[config.mk]
export PLATFORM = sky130hd
export DESIGN_NAME = mem_req_unit_flat
export DESIGN_NICKNAME = d
export VERILOG_FILES = /design/src/rtl/mem_pkg.sv /design/src/rtl/mem_req_unit_if.sv /design/src/rtl/mem_req_unit_store_align.sv /design/src/rtl/mem_req_unit.sv /design/src/flat_wrapper.sv
export SDC_FILE = /design/constraint.sdc
export NUM_CORES = 1
export LEC_CHECK = 0
export CELL_PAD_IN_SITES_DETAIL_PLACEMENT = 1
export CELL_PAD_IN_SITES_GLOBAL_PLACEMENT = 2
export CORE_AREA = 2 2 96 191
export CTS_CLUSTER_SIZE = 16
export DETAILED_ROUTE_END_ITERATION = 8
export DIE_AREA = 0 0 98 193
export GPL_ROUTABILITY_DRIVEN = 0
export MAX_ROUTING_LAYER = met4
export PLACE_DENSITY_LB_ADDON = 0.1
export SLEW_MARGIN = 20
export SYNTH_ARGS = -nofsm -noshare
export SYNTH_HDL_FRONTEND = slang
export SYNTH_HIERARCHICAL = 1
export SYNTH_SLANG_ARGS = --single-unit
[constraint.sdc]
create_clock -name clk -period 3 [get_ports clk]
set_input_delay 0.6 -clock clk [delete_from_list [all_inputs] [get_ports clk]]
set_output_delay 0.6 -clock clk [all_outputs]
set_load 0.01 [all_outputs]
[src/rtl/mem_pkg.sv]
// mem_pkg: opcode/func3 constants and FSM state encoding shared by the memory request unit
package mem_pkg;
    localparam logic [6:0] OPC_LOAD  = 7'b0000011;
    localparam logic [6:0] OPC_STORE = 7'b0100011;
    localparam logic [2:0] FNC_LB    = 3'b000;
    localparam logic [2:0] FNC_LH    = 3'b001;
    localparam logic [2:0] FNC_LW    = 3'b010;
    localparam logic [2:0] FNC_LBU   = 3'b100;
    localparam logic [2:0] FNC_LHU   = 3'b101;
    localparam logic [2:0] FNC_SB    = 3'b000;
    localparam logic [2:0] FNC_SH    = 3'b001;
    localparam logic [2:0] FNC_SW    = 3'b010;
    typedef enum logic [1:0] {IDLE, REQ, RESP, DONE} state_t;
endpackage

[src/rtl/mem_req_unit_if.sv]
// mem_req_unit_if: data-memory request/response bus between the unit (master) and memory (slave)
interface mem_req_unit_if #(parameter int DATA_W = 32, parameter int ADDR_W = 32);
    logic              mem_req_valid;
    logic              mem_req_ready;
    logic [ADDR_W-1:0] mem_req_addr;
    logic              mem_req_we;
    logic [3:0]        mem_req_wmask;
    logic [DATA_W-1:0] mem_req_wdata;
    logic              mem_resp_valid;
    logic [DATA_W-1:0] mem_resp_data;
    modport master (output mem_req_valid, mem_req_addr, mem_req_we, mem_req_wmask, mem_req_wdata,
                    input  mem_req_ready, mem_resp_valid, mem_resp_data);
    modport slave  (input  mem_req_valid, mem_req_addr, mem_req_we, mem_req_wmask, mem_req_wdata,
                    output mem_req_ready, mem_resp_valid, mem_resp_data);
endinterface

[src/rtl/mem_req_unit_store_align.sv]
// store_align: places store bytes/halves onto the 32-bit lanes and builds the byte write mask
module store_align
    import mem_pkg::*;
(
    input  logic [2:0]  func3,
    input  logic [1:0]  addr,
    input  logic [31:0] data,
    output logic [3:0]  wmask,
    output logic [31:0] wdata
);
    always_comb begin
        wmask = func3 == FNC_SB ? 4'b0001 << addr :
                func3 == FNC_SH ? 4'b0011 << {addr[1], 1'b0} :
                func3 == FNC_SW ? 4'b1111 : 4'b0000;
        wdata = func3 == FNC_SB ? {4{data[7:0]}} :
                func3 == FNC_SH ? {2{data[15:0]}} : data;
    end
endmodule

[src/rtl/mem_req_unit.sv]
// mem_req_unit: M-stage load/store sequencer issuing one memory request per access and stalling the pipe
module mem_req_unit
    import mem_pkg::*;
#(
    parameter int DATA_W = 32,
    parameter int ADDR_W = 32
) (
    input  logic              clk,
    input  logic              rst_n,
    input  logic              instr_valid_M,
    input  logic [6:0]        instr_op_M,
    input  logic [2:0]        instr_func3_M,
    input  logic [ADDR_W-1:0] addr_M,
    input  logic [DATA_W-1:0] store_data_M,
    output logic              stall_M,
    output logic              misalign_M,
    mem_req_unit_if.master    mem,
    output logic [DATA_W-1:0] DMEM_out,
    output logic [1:0]        load_addr_lo,
    output logic [2:0]        load_func3,
    output logic              load_done
);
    state_t            state, next;
    logic              access, misal, start, c_st;
    logic [2:0]        c_f3;
    logic [ADDR_W-1:0] c_addr;
    logic [DATA_W-1:0] c_data;
    logic [3:0]        sa_mask;
    always_comb begin
        access = state == IDLE && instr_valid_M && (instr_op_M == OPC_LOAD || instr_op_M == OPC_STORE);
        misal  = instr_func3_M[1:0] == 2'b01 ? addr_M[0] :
                 instr_func3_M[1:0] == 2'b10 ? |addr_M[1:0] : 1'b0;
        start  = access && !misal;
        misalign_M = access && misal;
        stall_M    = start || state == REQ || state == RESP;
        next = state;
        case (state)
            IDLE:    next = start ? REQ : IDLE;
            REQ:     next = mem.mem_req_ready ? (c_st ? DONE : RESP) : REQ;
            RESP:    next = mem.mem_resp_valid ? DONE : RESP;
            default: next = IDLE;
        endcase
    end
    store_align u_align (
        .func3 (c_f3),
        .addr  (c_addr[1:0]),
        .data  (c_data),
        .wmask (sa_mask),
        .wdata (mem.mem_req_wdata)
    );
    assign mem.mem_req_valid = state == REQ;
    assign mem.mem_req_addr  = {c_addr[ADDR_W-1:2], 2'b00};
    assign mem.mem_req_we    = c_st;
    assign mem.mem_req_wmask = c_st ? sa_mask : 4'b0000;
    always_ff @(posedge clk or negedge rst_n) begin
        if (!rst_n) begin
            state        <= IDLE;
            c_st         <= 1'b0;
            c_f3         <= '0;
            c_addr       <= '0;
            c_data       <= '0;
            DMEM_out     <= '0;
            load_addr_lo <= '0;
            load_func3   <= '0;
            load_done    <= 1'b0;
        end else begin
            state     <= next;
            load_done <= state == RESP && mem.mem_resp_valid;
            if (start) begin
                c_st   <= instr_op_M == OPC_STORE;
                c_f3   <= instr_func3_M;
                c_addr <= addr_M;
                c_data <= store_data_M;
            end
            // response data only counts while a load is actually waiting for it
            if (state == RESP && mem.mem_resp_valid) begin
                DMEM_out     <= mem.mem_resp_data;
                load_addr_lo <= c_addr[1:0];
                load_func3   <= c_f3;
            end
        end
    end
endmodule

[src/flat_wrapper.sv]
// flat-port wrapper written by rule: the top's interface ports become plain ports
module mem_req_unit_flat import mem_pkg::*;
#(
    parameter int DATA_W = 32,
    parameter int ADDR_W = 32
)
  (clk, rst_n, instr_valid_M, instr_op_M, instr_func3_M, addr_M, store_data_M, stall_M, misalign_M, DMEM_out, load_addr_lo, load_func3, load_done, mem_mem_req_valid, mem_mem_req_addr, mem_mem_req_we, mem_mem_req_wmask, mem_mem_req_wdata, mem_mem_req_ready, mem_mem_resp_valid, mem_mem_resp_data);
  mem_req_unit_if #(.DATA_W(DATA_W), .ADDR_W(ADDR_W)) mem_i ();
  input  logic clk;
  input  logic rst_n;
  input  logic instr_valid_M;
  input  logic [6:0] instr_op_M;
  input  logic [2:0] instr_func3_M;
  input  logic [ADDR_W-1:0] addr_M;
  input  logic [DATA_W-1:0] store_data_M;
  output logic stall_M;
  output logic misalign_M;
  output logic [DATA_W-1:0] DMEM_out;
  output logic [1:0] load_addr_lo;
  output logic [2:0] load_func3;
  output logic load_done;
  output wire logic [$bits(mem_i.mem_req_valid)-1:0] mem_mem_req_valid;
  output wire logic [$bits(mem_i.mem_req_addr)-1:0] mem_mem_req_addr;
  output wire logic [$bits(mem_i.mem_req_we)-1:0] mem_mem_req_we;
  output wire logic [$bits(mem_i.mem_req_wmask)-1:0] mem_mem_req_wmask;
  output wire logic [$bits(mem_i.mem_req_wdata)-1:0] mem_mem_req_wdata;
  input wire logic [$bits(mem_i.mem_req_ready)-1:0] mem_mem_req_ready;
  input wire logic [$bits(mem_i.mem_resp_valid)-1:0] mem_mem_resp_valid;
  input wire logic [$bits(mem_i.mem_resp_data)-1:0] mem_mem_resp_data;
  assign mem_mem_req_valid = mem_i.mem_req_valid;
  assign mem_mem_req_addr = mem_i.mem_req_addr;
  assign mem_mem_req_we = mem_i.mem_req_we;
  assign mem_mem_req_wmask = mem_i.mem_req_wmask;
  assign mem_mem_req_wdata = mem_i.mem_req_wdata;
  assign mem_i.mem_req_ready = mem_mem_req_ready;
  assign mem_i.mem_resp_valid = mem_mem_resp_valid;
  assign mem_i.mem_resp_data = mem_mem_resp_data;
  mem_req_unit #(.DATA_W(DATA_W), .ADDR_W(ADDR_W)) u_core (.clk(clk), .rst_n(rst_n), .instr_valid_M(instr_valid_M), .instr_op_M(instr_op_M), .instr_func3_M(instr_func3_M), .addr_M(addr_M), .store_data_M(store_data_M), .stall_M(stall_M), .misalign_M(misalign_M), .mem(mem_i), .DMEM_out(DMEM_out), .load_addr_lo(load_addr_lo), .load_func3(load_func3), .load_done(load_done));
endmodule
==> results.cfg <==
[drt]
drc = 0
dr.pass1.iters = 3
wl_per_cell_microns = 17.3
ant_nets = 0
vias_per_cell = 4.42
drt_wl_total_microns = 12900
drtIter0Drc = 39
num_vias = 3301

[timing]
slew_headroom_pct = 63.2
finalSetupTns_ps = 0
rsz0062_at_grt = no
slew_viol_final = 0
worstMarginPinSlew_ps = 551
finalHoldViolations = 0
setup_viol = 0
fin_crit_sh_pct = 96.0
fin_crit_ps = 2880
skew_ps = 6.72
timing.fmax_ghz = 0.347

[synth]
synth_seq_cells = 108
synth-warning-count = 6
ys_types = 29
synth_area_sq_mm = 0.00497
yosysSeqAreaShare_pct = 54.4
syn-instance-count = 343
synth.avg_cell_area_sq_um = 14.5

[cells_and_area]
instances_no_fill = 746
final_common_cell = clkdlybuf4s50_1
most-common-layout-cells = clkdlybuf4s50_1 (216), dfrtp_1 (108), mux2_2 (91)
regArea_sq_mm = 0.00270
drive_gt1_share_pct = 28.5
fillers = 1832
final_nets = 639
diodes = 0
multi_input_area_sq_mm = 0.00184
area_growth_pct = 48.4

[critical_path]
cpPeakStageDelay_ps = 540
cp-end-kind = output pin
cpMaxStageDelayCell = clkdlybuf4s50_1
path_class = in -> out
path_buf_inv = 2
crit_chain = clkdlybuf4s50_1 -> nor4_2 -> nand4_1 -> and2b_2 -> clkdlybuf4s50_1
crit_top_cell = clkdlybuf4s50_1
cp.arrival_ps = 2280
cp_top_family = buffers and inverters
critical_path_required_ps = 2400
critPathMaxFanout = 2
startpoint_type = input pin

[global_routing]
grt_pass1_wl_microns = 20300
gr-total-overflow = 0
grt_max_degree = 55
antenna_found_initial = 0
grt_usage_pct = 14.2
grt_pass1_vias = 3535

[floorplanning]
core_sq_mm = 0.0175
pin_count = 221
start_util_pct = 28.4
die_w_microns = 98
die_area_sq_mm = 0.0189
rows = 69
die_y_microns = 193

[clock_network]
worstSkewPairLatency_ps = 350
cts-resized-gates = 0
cts.sinks = 108
post_cts_buffers = 0
cts_tree = built
clockRootBuffer = clkbuf_16
holdBufCountCts = 0
h-tree-depth = 3
cts_made_buffers = 9
clockBufferDepth = 2
clkSlewWorstSetupHoldPaths_ps = 70

[placed_design]
dp.cells = 730
dp_hpwl_microns = 9370
portBuffers = 218

[power_and_ir_drop]
power_density_mw_per_mm2 = 716
p_leak_nw = 3.24
max-vdd-ir-drop_v = 0.000384

[min_path]
min_path_type = in -> async

[job]
cap_violations = 0

[run_status]
status = completed
## final timing paths
check	startpoint	end	slack, ps	cells past startpoint
setup / recovery	instr_op_M[3]	misalign_M	120	5
hold / removal	rst_n	u_core/c_addr[11]	220	1
setup reg to reg	u_core/state[0]	u_core/c_addr[14]	830	6
hold reg to reg	u_core/c_data[19]	u_core/c_data[19]	510	1
max in group asynchronous	rst_n	u_core/c_addr[17]	1960	2
min in group clk	u_core/c_data[19]	u_core/c_data[19]	510	1
## power breakdown
part / internal [mW] / switching, mW / total [mW] / leakage, nW
Sequential: 1.85 / 0.227 / 2.08 / 1.41
Clock: 0.586 / 0.554 / 1.14 / 0.135
Combinational: 1.31 / 0.759 / 2.07 / 1.70
## sequential cells by signal, summed over array words and instances (netlist names)
register               count
u_core/c_f3                3
u_core/c_data             32
u_core/load_done           1
u_core/state               2
u_core/load_func3          3
u_core/mem.mem_req_we      1
u_core/c_addr             32
u_core/DMEM_out           32
u_core/load_addr_lo        2
## stage by stage
stage	power, mW	setup slack [ps]	utilization [%]	instance area [sq um]	hold WS [ps]
5_1_grt	5.63	24.9	42.1	7380	242
2_1_floorplan	3.06	808	-	4980	304
3_5_place_dp	4.22	41.6	40.5	7100	495
4_1_cts	5.41	44.8	42.1	7380	222
3_3_place_gp	4.19	68.2	40.5	7100	486
6_report	5.29	120	42.1	7380	217
## area by class of cell
cell class / count / area share [%]
Tap cell: 213 / 3.61
Clock inverter: 6 / 0.526
Sequential cell: 108 / 36.6
Timing Repair Buffer: 228 / 30.9
Inverter: 3 / 0.153
Clock buffer: 10 / 3.24
Multi-Input combinational cell: 178 / 24.9
## per-layer routing
layer | GRT usage (%) | vias up | wire [microns]
met5 | - | - | 0
met4 | 6.20 | 0 | 271
met3 | 3.53 | 14 | 781
met2 | 20.8 | 135 | 6070
met1 | 18.8 | 1636 | 5810
li1 | - | 1516 | -
## synthesized netlist by cell type, drive strengths merged
library cell	number	share of area, %
nor4	1	0.25
and2	4	0.50
nor2b	2	0.25
mux2	121	30
conb	1	0.075
or3	1	0.13
and2b	1	0.18
a211o	1	0.18
o21ai	4	0.40
mux2i	8	1.6
dfrtp	108	54
buf	55	8.5
nand3b	1	0.15
nand2b	2	0.25
nand4	1	0.13
nand2	1	0.075
nor3	1	0.33
inv	3	0.23
a21oi	12	1.2
a21o	2	0.30
nor3b	1	0.15
nor2	12	1.2
## kinds of logic after synthesis
group | Yosys count | share of synthesized area (%)
multiplexers | 129 | 31.1
flip-flops | 108 | 54.4
buffers and inverters | 58 | 8.76
AND/OR/NAND/NOR | 28 | 3.60
AO/OA/AOI/OAI | 19 | 2.09
other | 1 | 0.0754
Power figures use the tool's default switching activity.
